===== config.mk =====
export PLATFORM = sky130hd
export DESIGN_NAME = regfile_z_param
export DESIGN_NICKNAME = d
export VERILOG_FILES = /design/src/rtl/regfile_pkg.sv /design/src/rtl/regfile_clr_seq.sv /design/src/rtl/regfile_z_param.sv
export SDC_FILE = /design/constraint.sdc
export NUM_CORES = 2
export LEC_CHECK = 0
export CORE_MARGIN = 2
export CORE_UTILIZATION = 43
export DETAILED_ROUTE_END_ITERATION = 16
export RECOVER_POWER = 25
export SYNTH_ARGS = -nofsm -noshare
export SYNTH_HDL_FRONTEND = slang
export SYNTH_SLANG_ARGS = --single-unit

===== constraint.sdc =====
create_clock -name clk -period 3.48 [get_ports clk]
set_input_delay 0.696 -clock clk [delete_from_list [all_inputs] [get_ports clk]]
set_output_delay 0.696 -clock clk [all_outputs]
set_load 0.01 [all_outputs]

===== src/rtl/regfile_pkg.sv =====
// Shared types for the register file: clear-sequencer state encoding and the
// address-width derivation used by every module in the slice.
`timescale 1ns/1ps
package regfile_pkg;

  typedef enum logic [1:0] {
    CLR_IDLE  = 2'd0,
    CLR_CLEAR = 2'd1,
    CLR_DONE  = 2'd2
  } clr_state_e;

  function automatic int addr_w(input int nregs);
    return (nregs > 1) ? $clog2(nregs) : 1;
  endfunction

endpackage


===== src/rtl/regfile_clr_seq.sv =====
// Clear sequencer: walks idx over registers 1..NREGS-1, one zero-write per
// cycle, then pulses clr_done for one cycle before returning to idle.
`timescale 1ns/1ps
module regfile_clr_seq
  import regfile_pkg::*;
#(
  parameter int NREGS = 32,
  parameter int AW    = addr_w(NREGS)
) (
  input  logic          clk,
  input  logic          rst_n,
  input  logic          clr_req,
  output logic          clr_busy,
  output logic          clr_done,
  output logic          clr_we,
  output logic [AW-1:0] clr_idx
);

  localparam logic [AW-1:0] LAST = AW'(NREGS - 1);

  clr_state_e    state_q, state_d;
  logic [AW-1:0] idx_q, idx_d;

  always_ff @(posedge clk or negedge rst_n) begin
    if (!rst_n) begin
      state_q <= CLR_IDLE;
      idx_q   <= '0;
    end else begin
      state_q <= state_d;
      idx_q   <= idx_d;
    end
  end

  always_comb begin
    state_d  = state_q;
    idx_d    = idx_q;
    clr_busy = 1'b0;
    clr_done = 1'b0;
    clr_we   = 1'b0;
    case (state_q)
      CLR_IDLE: begin
        if (clr_req) begin
          state_d = CLR_CLEAR;
          idx_d   = AW'(1);
        end
      end
      CLR_CLEAR: begin
        clr_busy = 1'b1;
        clr_we   = 1'b1;
        // Park idx at zero on exit so the wrap never looks like another write.
        if (idx_q == LAST) begin
          state_d = CLR_DONE;
          idx_d   = '0;
        end else begin
          idx_d = idx_q + AW'(1);
        end
      end
      CLR_DONE: begin
        clr_busy = 1'b1;
        clr_done = 1'b1;
        state_d  = CLR_IDLE;
      end
      default: state_d = CLR_IDLE;
    endcase
  end

  assign clr_idx = idx_q;

endmodule


===== src/rtl/regfile_z_param.sv =====
// Parameterised register file with hardwired-zero r0, two write ports
// (port 1 wins on conflict), NRD combinational read ports and optional bypass.
`timescale 1ns/1ps
module regfile_z_param
  import regfile_pkg::*;
#(
  parameter int NREGS  = 32,
  parameter int WIDTH  = 32,
  parameter int NRD    = 2,
  parameter int BYPASS = 0
) (
  input  logic                              clk,
  input  logic                              rst_n,
  input  logic                              wen0,
  input  logic                              wen1,
  input  logic [addr_w(NREGS)-1:0]          waddr0,
  input  logic [addr_w(NREGS)-1:0]          waddr1,
  input  logic [WIDTH-1:0]                  wdata0,
  input  logic [WIDTH-1:0]                  wdata1,
  input  logic [NRD*addr_w(NREGS)-1:0]      raddr,
  output logic [NRD*WIDTH-1:0]              rdata,
  input  logic                              clr_req,
  output logic                              clr_busy,
  output logic                              clr_done
);

  localparam int AW = addr_w(NREGS);

  logic [NREGS-1:0][WIDTH-1:0] regs_q;
  logic                        clr_we;
  logic [AW-1:0]               clr_idx;
  logic                        we0, we1;

  regfile_clr_seq #(.NREGS(NREGS), .AW(AW)) u_clr_seq (
    .clk      (clk),
    .rst_n    (rst_n),
    .clr_req  (clr_req),
    .clr_busy (clr_busy),
    .clr_done (clr_done),
    .clr_we   (clr_we),
    .clr_idx  (clr_idx)
  );

  // Qualified enables: writes to r0 and writes during a clear never land.
  assign we0 = wen0 && !clr_busy && (waddr0 != '0);
  assign we1 = wen1 && !clr_busy && (waddr1 != '0);

  always_ff @(posedge clk or negedge rst_n) begin
    if (!rst_n) begin
      regs_q <= '0;
    end else begin
      regs_q[0] <= '0;
      for (int r = 1; r < NREGS; r++) begin
        if (clr_we && clr_idx == AW'(r))
          regs_q[r] <= '0;
        else if (we1 && waddr1 == AW'(r))
          regs_q[r] <= wdata1;
        else if (we0 && waddr0 == AW'(r))
          regs_q[r] <= wdata0;
      end
    end
  end

  for (genvar p = 0; p < NRD; p++) begin : g_rd
    logic [AW-1:0]    ra;
    logic [WIDTH-1:0] rv;

    assign ra = raddr[p*AW +: AW];

    // we0/we1 already exclude r0 and busy, so forwarding inherits both rules.
    always_comb begin
      rv = regs_q[ra];
      if (BYPASS != 0) begin
        if (we0 && waddr0 == ra) rv = wdata0;
        if (we1 && waddr1 == ra) rv = wdata1;
      end
    end

    assign rdata[p*WIDTH +: WIDTH] = rv;
  end

endmodule


==> impl_metrics.json <==
{
  "die_h_um": 390,
  "fin_tns_setup_ns": -0.0156,
  "cts_sinks": 999,
  "wl_per_cell_um": 36.0,
  "cp_cell_sequence": "buf_16 -> buf_16 -> buf_6 -> mux4_2 -> a22o_1 -> o21ai_0 -> buf_4 -> o31ai_2 -> dlygate4sd2_1",
  "via_per_inst": 7.13,
  "setup_violations": 2,
  "min_period_ns": 3.49,
  "finalWorstSetupSlack_ns": -0.0133,
  "hpwl_um": 176000,
  "clock.fmax_mhz": 286,
  "cpPeakStageDelay_ns": 0.49,
  "maxCapViolCount": 1,
  "syn_inst": 5376,
  "cts-buffers-inserted": 115,
  "maxSlewViolCount": 61,
  "core_mm2": 0.148,
  "ff2ff_path_depth": 9,
  "crit_start": "raddr[5]",
  "violations": "max-capacitance violations, max-slew violations, negative setup slack",
  "fin_nets": 5732,
  "die_w_um": 390,
  "first_iter_violations": 6668,
  "synthFlopType": "dfrtp_1",
  "grt_usage_pct": 35.8,
  "async_reset_ff_share_pct": 100,
  "hold_violations": 0,
  "syn_avg_cell_area_um2": 11.9,
  "drcViolationCount": 0,
  "wirelength_met1_um": 105000,
  "power_density_mw_per_mm2": 680,
  "top_layer_used": "met5",
  "end_kind": "output port",
  "htreeDepth": 3,
  "wirelength_um": 276000,
  "cts-root-buf": "clkbuf_16",
  "critPathMaxFanout": 9,
  "critical_path.most_common_cell": "buf_16",
  "ir_drop_mv": 0.518,
  "vias": 54620,
  "areaGrowthSynthToFinish_pct": 21.4,
  "ys_seq_area_share_pct": 39.0,
  "clockBufferDepth": 3,
  "antenna_left": 0,
  "r2r_end": "regs_q[1018]",
  "antenna_found_initial": 7,
  "syn_nets": 5475,
  "hp-class": "register to register",
  "gp_congestion": 0.964,
  "io_pins": 155,
  "worstHoldStart": "regs_q[726]",
  "cpMaxStageDelayCell": "mux4_2",
  "ys_seq_elements": 999,
  "worst_pin_slew_ns": 2.35,
  "met2_length_um": 121000,
  "yosysWarnings": 0,
  "grt_first_pass_wirelength_um": 398000,
  "crit_required_ns": 2.78,
  "power_mw": 52.9,
  "synth_cell_types": 46,
  "outcome": "finished, violations left",
  "path_class": "input pin to output port",
  "relSlewSlack_pct": -56.8,
  "first_pass_iters": 6,
  "cts_tree": "yes",
  "gr-total-overflow": 0,
  "final_core_util_pct": 52.6,
  "syn-cell-area_mm2": 0.0641,
  "floorplan.rows": 141,
  "synth-edff-count": 0,
  "startpoint_type": "input pin",
  "r2r_start": "u_clr_seq.state_q[0]",
  "rsz0062_at_grt": "yes",
  "grt_max_degree": 105,
  "clkTransAtPathRegs_ns": 0.06,
  "finalCritPeriodShare_pct": 100,
  "io_buffers": 154,
  "grt_pass1_vias": 54622,
  "arrival_ns": 2.80,
  "clock_skew_ns": 0.0239,
  "wl_met3_um": 32900,
  "drive_gt1_share_pct": 26.8,
  "start_util_pct": 43.3,
  "p_leak_nw": 31.0,
  "clock_latency_ns": 0.77,
  "hold_end": "regs_q[726]",
  "dieArea_mm2": 0.152,
  "r2r_slack_ns": 0.50,
  "hold_depth": 1
}
==> critical path, delay by kind of cell <==
family                 cells  cell delay (ns)
multiplexers               1             0.49
buffers and inverters      5             1.00
AO/OA/AOI/OAI              3             0.58
==> how the worst max path moves through the flow <==
stage / cells past startpoint / to / slack, ns
after detailed placement: 8 / rdata[31] / -0.47
final: 9 / rdata[61] / -0.01
after floorplan: 6 / rdata[10] / 0.36
after global placement: 8 / rdata[31] / -0.52
after CTS: 9 / rdata[27] / -0.10
after global routing: 9 / rdata[37] / -0.005
==> cells in the mapped netlist (10+ instances only) <==
library cell  count  area share [%]
and2_1           67            0.65
nor3_4           10            0.25
a211oi_1        322             3.8
o31ai_1          64            0.75
o2bb2ai_1       736              10
clkbuf_1        552             3.2
buf_1            11           0.064
dfrtp_1         999              39
nor2b_1          12            0.12
mux2_2           65             1.1
ha_1             10            0.20
nand2_1          13           0.076
buf_4            11            0.13
o21ai_0          69            0.54
mux4_2          384              13
a22o_1          191             2.6
o22ai_1          84            0.82
nand2b_1         13            0.13
buf_2           161             1.3
mux2i_1        1187              19
nor3_1           75            0.59
nor2_1          261             1.5
nand3_1          13            0.10
==> layout by cell type (no fill, tap or decap), types with 118 or more instances in the layout <==
master / netlist / final
o2bb2ai_1: 736 / 736
buf_4: 11 / 503
dfrtp_1: 999 / 999
clkbuf_16: 0 / 118
nor2_1: 261 / 250
a211oi_1: 322 / 305
buf_12: 0 / 180
a22o_1: 191 / 185
mux4_2: 384 / 384
mux2i_1: 1187 / 1184
==> cell families (layout without fill, tap and decap cells) <==
logic type | after synthesis | after routing | synth area share [%]
DFF | 999 | 999 | 39.0
xor gates and xnor gates | 1 | 1 | 0.0137
and+or+nand+nor | 503 | 503 | 4.07
AOI/OAI and AO/OA | 1477 | 1477 | 18.7
buffers and inverters | 750 | 1101 | 4.85
adders and majority gates | 10 | 10 | 0.195
muxes | 1636 | 1636 | 33.2
other | 0 | 4 | 0
==> state kept, by name, summed over array words and instances, names as in the netlist <==
signal	flops
u_clr_seq.state_q	2
regs_q	992
u_clr_seq.clr_idx	5
==> through the flow <==
stage	std cells	area, µm²	setup WS [ns]	hold slack (ns)
floorplan	5376	64100	0.356	0.400
CTS	7624	77600	-0.103	0.506
global route	7660	77800	-0.00481	0.514
detailed placement	7390	73100	-0.468	0.488
global placement	7390	73100	-0.519	0.483
finish	7661	77800	-0.0133	0.504
==> timing repair <==
item | in CTS | in global routing
pin swaps | 6 | 7
gates resized for setup | 169 | 50
gates cloned | 5 | 1
hold buffers | 1 | 0
endpoints found under the hold margin | 48 | 0
buffers inserted | 17 | 32
endpoints found under the setup margin | 64 | 33
==> routing by layer <==
layer / vias up / GRT usage [%]
met4: 4 / 19.0
met1: 28264 / 46.6
met3: 860 / 11.9
li1: 21760 / -
met2: 3732 / 52.8
met5: - / 0
==> area by class of cell <==
cell class	count	area, µm²
antenna	4	10.0
multi-input combinational	3627	37000
inverter	8	30.0
tap	1930	2410
fill	12626	70000
timing repair buffer	882	9530
clock inverter	27	329
clock buffer	184	3490
sequential	999	25000
==> where the power goes <==
| part | switching, mW | internal, mW | total [mW] |
|---|---|---|---|
| Combinational | 8.01 | 10.6 | 18.6 |
| Sequential | 4.75 | 17.0 | 21.7 |
| Clock | 5.34 | 7.26 | 12.6 |
| Total | 18.1 | 34.8 | 52.9 |
Note: power is estimated with default switching activity, not from simulation.
